==> config.mk <==
export PLATFORM = sky130hd
export DESIGN_NAME = alu_share_arbiter_flat
export DESIGN_NICKNAME = d
export VERILOG_FILES = /design/src/rtl/alu_share_arbiter_if.sv /design/src/rtl/alu_share_arbiter.sv /design/src/flat_wrapper.sv
export SDC_FILE = /design/constraint.sdc
export NUM_CORES = 1
export LEC_CHECK = 0
export BUFFER_PORTS_ARGS = -buffer_cell sky130_fd_sc_hd__buf_2
export CORE_ASPECT_RATIO = 0.7
export CORE_MARGIN = 2
export CORE_UTILIZATION = 45
export DETAILED_ROUTE_END_ITERATION = 8
export HOLD_SLACK_MARGIN = 0.03
export PLACE_DENSITY_LB_ADDON = 0.15
export SYNTH_ARGS = -nofsm -noshare
export SYNTH_HDL_FRONTEND = slang
export SYNTH_SLANG_ARGS = --single-unit
==> constraint.sdc <==
create_clock -name clk -period 1.85 [get_ports clk]
set_input_delay 0.2775 -clock clk [delete_from_list [all_inputs] [get_ports clk]]
set_output_delay 0.2775 -clock clk [all_outputs]
set_load 0.005 [all_outputs]
==> src/rtl/alu_share_arbiter_if.sv <==
// -----------------------------------------------------------------------------
// alu_share_arbiter_if
//   Bundles every non-clock signal of alu_share_arbiter into one interface:
//   two request/response channel pairs and the shared ALU connection.
//
//   Signals
//     reqN_valid   requester N presents an opcode
//     reqN_opcode  {operation[18:16], op1[15:8], op2[7:0]}
//     reqN_ready   arbiter takes requester N's opcode this cycle
//     rspN_valid   result for requester N is available
//     rspN_result  8-bit result for requester N
//     rspN_ready   requester N takes the result
//     alu_*        operation/operands to the ALU, result back from it
//     grant_cnt0/1 accept counters (only with ALU_ARB_STATS_EN defined)
//
//   Modports
//     slave   the arbiter
//     master  requesters + ALU (the environment)
//
//   Optional feature macro: ALU_ARB_STATS_EN
// -----------------------------------------------------------------------------
interface alu_share_arbiter_if #(
    parameter int CNT_W = 16
);
    logic        req0_valid;
    logic [18:0] req0_opcode;
    logic        req0_ready;
    logic        rsp0_valid;
    logic [7:0]  rsp0_result;
    logic        rsp0_ready;

    logic        req1_valid;
    logic [18:0] req1_opcode;
    logic        req1_ready;
    logic        rsp1_valid;
    logic [7:0]  rsp1_result;
    logic        rsp1_ready;

    logic [2:0]  alu_operation;
    logic [7:0]  alu_op1;
    logic [7:0]  alu_op2;
    logic [7:0]  alu_result;

`ifdef ALU_ARB_STATS_EN
    logic [CNT_W-1:0] grant_cnt0;
    logic [CNT_W-1:0] grant_cnt1;

    modport slave (
        input  req0_valid, req0_opcode, rsp0_ready,
        input  req1_valid, req1_opcode, rsp1_ready,
        input  alu_result,
        output req0_ready, rsp0_valid, rsp0_result,
        output req1_ready, rsp1_valid, rsp1_result,
        output alu_operation, alu_op1, alu_op2,
        output grant_cnt0, grant_cnt1
    );

    modport master (
        output req0_valid, req0_opcode, rsp0_ready,
        output req1_valid, req1_opcode, rsp1_ready,
        output alu_result,
        input  req0_ready, rsp0_valid, rsp0_result,
        input  req1_ready, rsp1_valid, rsp1_result,
        input  alu_operation, alu_op1, alu_op2,
        input  grant_cnt0, grant_cnt1
    );
`else
    modport slave (
        input  req0_valid, req0_opcode, rsp0_ready,
        input  req1_valid, req1_opcode, rsp1_ready,
        input  alu_result,
        output req0_ready, rsp0_valid, rsp0_result,
        output req1_ready, rsp1_valid, rsp1_result,
        output alu_operation, alu_op1, alu_op2
    );

    modport master (
        output req0_valid, req0_opcode, rsp0_ready,
        output req1_valid, req1_opcode, rsp1_ready,
        output alu_result,
        input  req0_ready, rsp0_valid, rsp0_result,
        input  req1_ready, rsp1_valid, rsp1_result,
        input  alu_operation, alu_op1, alu_op2
    );
`endif
endinterface

==> src/rtl/alu_share_arbiter.sv <==
// -----------------------------------------------------------------------------
// alu_share_arbiter
//   Shares one combinational 8-bit ALU between requesters 0 and 1. An opcode
//   is accepted by round-robin arbitration, held in a register that drives the
//   ALU for one cycle, the ALU result is captured and returned on the winner's
//   response channel. Exactly one operation is in flight at a time.
//
//   Ports
//     clk    rising-edge clock
//     rst_n  asynchronous active-low reset
//     bus    alu_share_arbiter_if.slave (request/response channels, ALU I/O)
//
//   Parameters
//     LAST_INIT  reset value of the last-granted pointer (1 => requester 0 first)
//     CNT_W      width of the grant counters
//
//   Optional feature macro: ALU_ARB_STATS_EN adds per-requester grant counters
//   (grant_cnt0/1), counting accepted opcodes and wrapping at 2^CNT_W.
// -----------------------------------------------------------------------------
module alu_share_arbiter #(
    parameter bit LAST_INIT = 1'b1,
    parameter int CNT_W     = 16
) (
    input  logic               clk,
    input  logic               rst_n,
    alu_share_arbiter_if.slave bus
);

    typedef enum logic [1:0] {
        IDLE = 2'd0,
        EXEC = 2'd1,
        RESP = 2'd2
    } state_t;

    state_t      state_q;
    state_t      state_d;
    logic [18:0] opcode_q;
    logic [7:0]  result_q;
    logic        winner_q;
    logic        last_grant_q;

    logic        both_valid;
    logic        pick;      // 0 => requester 0 wins, 1 => requester 1 wins
    logic        accept;
    logic        rsp_take;

    always_comb begin
        both_valid = bus.req0_valid & bus.req1_valid;
        // On contention the requester that did not complete last goes next.
        pick       = both_valid ? ~last_grant_q : bus.req1_valid;
        // Qualified with rst_n so no ready can leak out while reset is held.
        accept     = rst_n & (state_q == IDLE) & (bus.req0_valid | bus.req1_valid);
        rsp_take   = winner_q ? bus.rsp1_ready : bus.rsp0_ready;
    end

    // NOTE: sequential state is written with non-blocking (<=) so every
    // register samples the pre-edge values; blocking here would create
    // order-dependent simulation and mismatch synthesis.
    always_ff @(posedge clk or negedge rst_n) begin
        if (!rst_n) begin
            state_q <= IDLE;
        end else begin
            state_q <= state_d;
        end
    end

    always_comb begin
        // NOTE: every signal driven in this block gets a default first; any
        // path that left one unassigned would infer a latch.
        state_d           = state_q;
        bus.req0_ready    = 1'b0;
        bus.req1_ready    = 1'b0;
        bus.rsp0_valid    = 1'b0;
        bus.rsp1_valid    = 1'b0;
        bus.rsp0_result   = 8'h00;
        bus.rsp1_result   = 8'h00;
        bus.alu_operation = 3'd0;
        bus.alu_op1       = 8'h00;
        bus.alu_op2       = 8'h00;

        unique case (state_q)
            IDLE: begin
                if (accept) begin
                    bus.req0_ready = ~pick;
                    bus.req1_ready = pick;
                    state_d        = EXEC;
                end
            end
            EXEC: begin
                bus.alu_operation = opcode_q[18:16];
                bus.alu_op1       = opcode_q[15:8];
                bus.alu_op2       = opcode_q[7:0];
                state_d           = RESP;
            end
            RESP: begin
                // ALU inputs stay on the held opcode until the result is taken.
                bus.alu_operation = opcode_q[18:16];
                bus.alu_op1       = opcode_q[15:8];
                bus.alu_op2       = opcode_q[7:0];
                bus.rsp0_valid    = ~winner_q;
                bus.rsp1_valid    = winner_q;
                bus.rsp0_result   = winner_q ? 8'h00 : result_q;
                bus.rsp1_result   = winner_q ? result_q : 8'h00;
                if (rsp_take) begin
                    state_d = IDLE;
                end
            end
            default: state_d = IDLE;
        endcase
    end

    always_ff @(posedge clk or negedge rst_n) begin
        if (!rst_n) begin
            opcode_q     <= '0;
            result_q     <= '0;
            winner_q     <= 1'b0;
            last_grant_q <= LAST_INIT;
        end else begin
            if (accept) begin
                opcode_q <= pick ? bus.req1_opcode : bus.req0_opcode;
                winner_q <= pick;
            end
            if (state_q == EXEC) begin
                result_q <= bus.alu_result;
            end
            // Fairness pointer moves on completion, not on accept.
            if ((state_q == RESP) && rsp_take) begin
                last_grant_q <= winner_q;
            end
        end
    end

`ifdef ALU_ARB_STATS_EN
    logic [CNT_W-1:0] grant_cnt0_q;
    logic [CNT_W-1:0] grant_cnt1_q;

    always_ff @(posedge clk or negedge rst_n) begin
        if (!rst_n) begin
            grant_cnt0_q <= '0;
            grant_cnt1_q <= '0;
        end else if (accept) begin
            if (pick) begin
                grant_cnt1_q <= grant_cnt1_q + 1'b1;
            end else begin
                grant_cnt0_q <= grant_cnt0_q + 1'b1;
            end
        end
    end

    assign bus.grant_cnt0 = grant_cnt0_q;
    assign bus.grant_cnt1 = grant_cnt1_q;
`endif

endmodule
==> src/flat_wrapper.sv <==
// flat-port wrapper written by rule: the top's interface ports become plain ports
module alu_share_arbiter_flat 
#(
    parameter bit LAST_INIT = 1'b1,
    parameter int CNT_W     = 16
)
  (clk, rst_n, bus_req0_valid, bus_req0_opcode, bus_rsp0_ready, bus_req1_valid, bus_req1_opcode, bus_rsp1_ready, bus_alu_result, bus_req0_ready, bus_rsp0_valid, bus_rsp0_result, bus_req1_ready, bus_rsp1_valid, bus_rsp1_result, bus_alu_operation, bus_alu_op1, bus_alu_op2);
  alu_share_arbiter_if #(.CNT_W(CNT_W)) bus_i ();
  input  logic clk;
  input  logic rst_n;
  input wire logic [$bits(bus_i.req0_valid)-1:0] bus_req0_valid;
  input wire logic [$bits(bus_i.req0_opcode)-1:0] bus_req0_opcode;
  input wire logic [$bits(bus_i.rsp0_ready)-1:0] bus_rsp0_ready;
  input wire logic [$bits(bus_i.req1_valid)-1:0] bus_req1_valid;
  input wire logic [$bits(bus_i.req1_opcode)-1:0] bus_req1_opcode;
  input wire logic [$bits(bus_i.rsp1_ready)-1:0] bus_rsp1_ready;
  input wire logic [$bits(bus_i.alu_result)-1:0] bus_alu_result;
  output wire logic [$bits(bus_i.req0_ready)-1:0] bus_req0_ready;
  output wire logic [$bits(bus_i.rsp0_valid)-1:0] bus_rsp0_valid;
  output wire logic [$bits(bus_i.rsp0_result)-1:0] bus_rsp0_result;
  output wire logic [$bits(bus_i.req1_ready)-1:0] bus_req1_ready;
  output wire logic [$bits(bus_i.rsp1_valid)-1:0] bus_rsp1_valid;
  output wire logic [$bits(bus_i.rsp1_result)-1:0] bus_rsp1_result;
  output wire logic [$bits(bus_i.alu_operation)-1:0] bus_alu_operation;
  output wire logic [$bits(bus_i.alu_op1)-1:0] bus_alu_op1;
  output wire logic [$bits(bus_i.alu_op2)-1:0] bus_alu_op2;
  assign bus_i.req0_valid = bus_req0_valid;
  assign bus_i.req0_opcode = bus_req0_opcode;
  assign bus_i.rsp0_ready = bus_rsp0_ready;
  assign bus_i.req1_valid = bus_req1_valid;
  assign bus_i.req1_opcode = bus_req1_opcode;
  assign bus_i.rsp1_ready = bus_rsp1_ready;
  assign bus_i.alu_result = bus_alu_result;
  assign bus_req0_ready = bus_i.req0_ready;
  assign bus_rsp0_valid = bus_i.rsp0_valid;
  assign bus_rsp0_result = bus_i.rsp0_result;
  assign bus_req1_ready = bus_i.req1_ready;
  assign bus_rsp1_valid = bus_i.rsp1_valid;
  assign bus_rsp1_result = bus_i.rsp1_result;
  assign bus_alu_operation = bus_i.alu_operation;
  assign bus_alu_op1 = bus_i.alu_op1;
  assign bus_alu_op2 = bus_i.alu_op2;
  alu_share_arbiter #(.LAST_INIT(LAST_INIT), .CNT_W(CNT_W)) u_core (.clk(clk), .rst_n(rst_n), .bus(bus_i));
endmodule
==> parameters.txt <==
Parameter                              Value

Run status
  Result of the run ... finished, final reports clean

Detailed routing
  Wire per inst ... between 10 and 15 um
  Via density per instance ... approximately 4.7
  Number of routed nets with antenna violations ... 0
  First DRT Iteration DRCs ... between 50 and 60
  Routed vias ... ~1500
  First drt pass iteration count ... 5
  Total Routed Length ... 3.94 mm
  DRC violations left ... 0

Timing
  Sum of negative setup slack ... 0 ns
  Slew at the pin with the worst max-slew slack ... 0.478 ns
  Worst Hold Margin ... just under 0.06 ns
  Fmax ... about 570 MHz
  Number of slew-limit violations in the final report ... 0
  Setup repair after global routing missed its margin ... false
  Clock tree skew after final layout ... ~0.0053 ns
  Part of the cycle the worst path needs ... 0.941
  Setup-failing EPs final ... 0
  Hold Vio Cnt, Final ... 0
  Post-layout minimum cycle time ... approximately 1.7 ns
  Least setup slack across all paths after layout ... 0.109 ns
  Worst rel slew slack ... 0.681

Finish
  Final #Nets ... about 310
  Share of final-layout standard cells stronger than drive strength 1 ... 0.463
  Area growth, synth to finish ... 35.9%
  Non-Filler Cell Area, Final ... approximately 0.0023 mm2
  Count of inserted antenna diode cells ... 0
  Non-filler instance count after layout ... approximately 300

Die
  Initial standard-cell utilization of the core ... 0.480
  Die extent in x ... roughly 78 um
  Number of rows in the core area ... 18
  Core ar. ... about 0.0036 mm2
  Die area ... ~0.0043 mm2
  Die span in y ... roughly 56 um
  Ports placed on the boundary ... 91

Hold path
  Class of the worst hold path ... in2async

Power
  Combinational group share of total power ... 0.463
  Peak ir drop on the vdd network ... roughly 0.90 mV
  Cell Pwr Density ... 1430 mW/mm2
  Standby leakage power ... around 1.3 nW
  Clock power frac ... 0.170
  Internal portion of total power ... approximately 2.2 mW
  Switching portion of total power ... 0.350
  Reported net switching power ... ~1.2 mW
  Share of power burned in registers ... 0.367

Placed design
  IO buf count ... 90
  Placed Cells ... ~300
  Worst slack at placement ... approximately 0.16 ns
  Instance area at placement ... approximately 0.0022 mm2
  Placed wire-length estimate ... approximately 3 mm
  Routability-driven placement congestion ratio ... between 0.7 and 0.8

Worst setup path
  Crit-path cells ... inv_2 > ha_4 > o211ai_2 > buf_6 > nor2_1 > buf_2
  Worst-path fanout max ... 18
  Worst path arrival time ... approximately 1.5 ns
  Critical path class ... reg2out
  Delay of the slowest cell on the worst path ... 0.42 ns
  Kind of capture point of the worst setup path ... output pin
  Critical Path RT ... around 1.6 ns
  Cell at the slowest stage of the critical path ... dfrtp_1
  Category of the worst setup path launch point ... register

Clock tree
  CTS H-tree lvls ... 2
  Deepest clock path buffer count ... 2
  Clock-pin slew on the worst setup and hold paths ... around 0.060 ns
  Sinks on Clock Net ... 31
  Clock tree from TritonCTS ... yes
  Clock network latency to the later pin of the worst-skew pair ... 0.27 ns
  Cell chosen for the clock root ... clkbuf_8
  TritonCTS buffer count ... 5

Global routing
  GRT overflow ... 0
  Gr usage total ... 0.188
  Number of global-route vias before repair ... 1418
  First-pass GRT wire length ... 6.38 mm
  Pin count of the biggest net entering global routing ... 27
  Number of antenna violations at the first check in global routing ... 0

Synth
  Most repeated cell in the gate-level netlist after synthesis ... dfrtp_1
  Share of synthesized flip-flops with an asynchronous set or reset ... 1.00
  Proportion of synthesized chip area in sequential cells ... 0.452
  Number of flops mapped to enable cells by yosys ... 0
  Area share of the largest cell type after synthesis ... 0.437
  Main synth FF type ... dfrtp_1
  Total nets after synthesis ... between 200 and 250
  Register bit count reported by yosys ... 31
  Number of cells produced by synthesis ... between 150 and 200
  Largest cells by area after synthesis ... dfrtp_1, mux2i_1, and2_1
  Commonest cells in the synthesized netlist ... dfrtp_1, and2_1, mux2i_1, nand2_1, o21ai_1
  Dominant cell type by area after synthesis ... dfrtp_1
  Cell variety after synth ... 22
  Total of warnings raised by yosys ... 0
  Mean Syn Cell Area ... between 10 and 15 um2
  Netlist Area Pre-Place ... about 0.0017 mm2

Flow run
  Max-cap violations ... 0
-- timing repair --
item | CTS | global route
endpoints found under the setup margin | 29 | 9
endpoints found under the hold margin | 5 | 0
hold buffers | 1 | 0
gates resized for setup | 4 | 3
setup buffers | 0 | 0
-- cells by family (layout without fill, tap and decap cells) --
group           after synthesis  in the layout  share of synthesized area
fa+ha+maj                     5              5                     0.0364
flops                        31             31                      0.452
buf+inv                      13            106                     0.0510
mux                          30             30                      0.182
simple gates                 60             60                      0.187
compound gates               25             25                     0.0910
-- critical path: cells and delay by family (launching register included) --
kind	cells	cell delay, ns
AO/OA/AOI/OAI	1	0.11
adder cells (fa/ha/maj)	1	0.16
buffers and inverters	3	0.41
flip-flops	1	0.42
AND/OR/NAND/NOR	1	0.09
-- cell type report --
| class | instances | area (um2) |
|---|---|---|
| sequential | 31 | 777 |
| inverter | 2 | 7.51 |
| fill | 311 | 1250 |
| tap | 50 | 62.6 |
| timing repair buffer | 96 | 514 |
| multi-input combinational | 120 | 873 |
| clock buffer | 8 | 100 |
-- per-stage QoR --
step,utilization,power (mW)
after global placement,0.615,2.67
after CTS,0.650,3.37
after global routing,0.652,3.63
final,0.652,3.34
after detailed placement,0.615,2.73
after floorplan,-,2.14
-- worst paths after layout --
path | from | slack [ns] | depth (start not counted) | endpoint
min in group clk | bus_alu_result[4] | 0.24 | 2 | u_core.result_q[4]
hold reg to reg | u_core.opcode_q[2] | 0.48 | 2 | u_core.opcode_q[2]
max in group asynchronous | rst_n | 1.20 | 2 | u_core.opcode_q[11]
setup reg to reg | u_core.winner_q | 0.33 | 3 | u_core.state_q[1]
hold / removal | rst_n | 0.06 | 2 | u_core.opcode_q[6]
setup / recovery | u_core.state_q[0] | 0.11 | 6 | bus_req0_ready
-- flip-flops by register name, summed over array words and instances (netlist names) --
signal and flops:
u_core.last_grant_q 1, u_core.state_q 2, u_core.opcode_q 19, u_core.result_q 8, u_core.winner_q 1
-- layout by cell type, fill, tap and decap left out, types with 3 or more instances in the layout --
cell type	n
nand2_1	20
mux2_2	8
ha_1	4
mux2i_1	20
and2_1	28
buf_4	3
o21ai_1	19
dfrtp_1	30
buf_2	90
and3_1	8
clkbuf_8	7
-- per-layer routing --
metal | track usage | vias up | part of all wire
met3 | 0.0617 | 6 | 0.070
met4 | 0.0612 | 0 | 0.011
met5 | 0 | - | 0
met2 | 0.307 | 54 | 0.48
met1 | 0.236 | 658 | 0.44
li1 | - | 734 | -
-- power groups by stage --
| stage | Clock, mW | Sequential [mW] | Combinational [mW] |
|---|---|---|---|
| floorplan | 0 | 1.14 | 0.994 |
| finish | 0.568 | 1.22 | 1.55 |
| global placement | 0 | 1.21 | 1.46 |
| global route | 0.618 | 1.27 | 1.74 |
| detailed placement | 0 | 1.23 | 1.50 |
| CTS | 0.583 | 1.22 | 1.57 |
(Power assumes the default switching activity.)
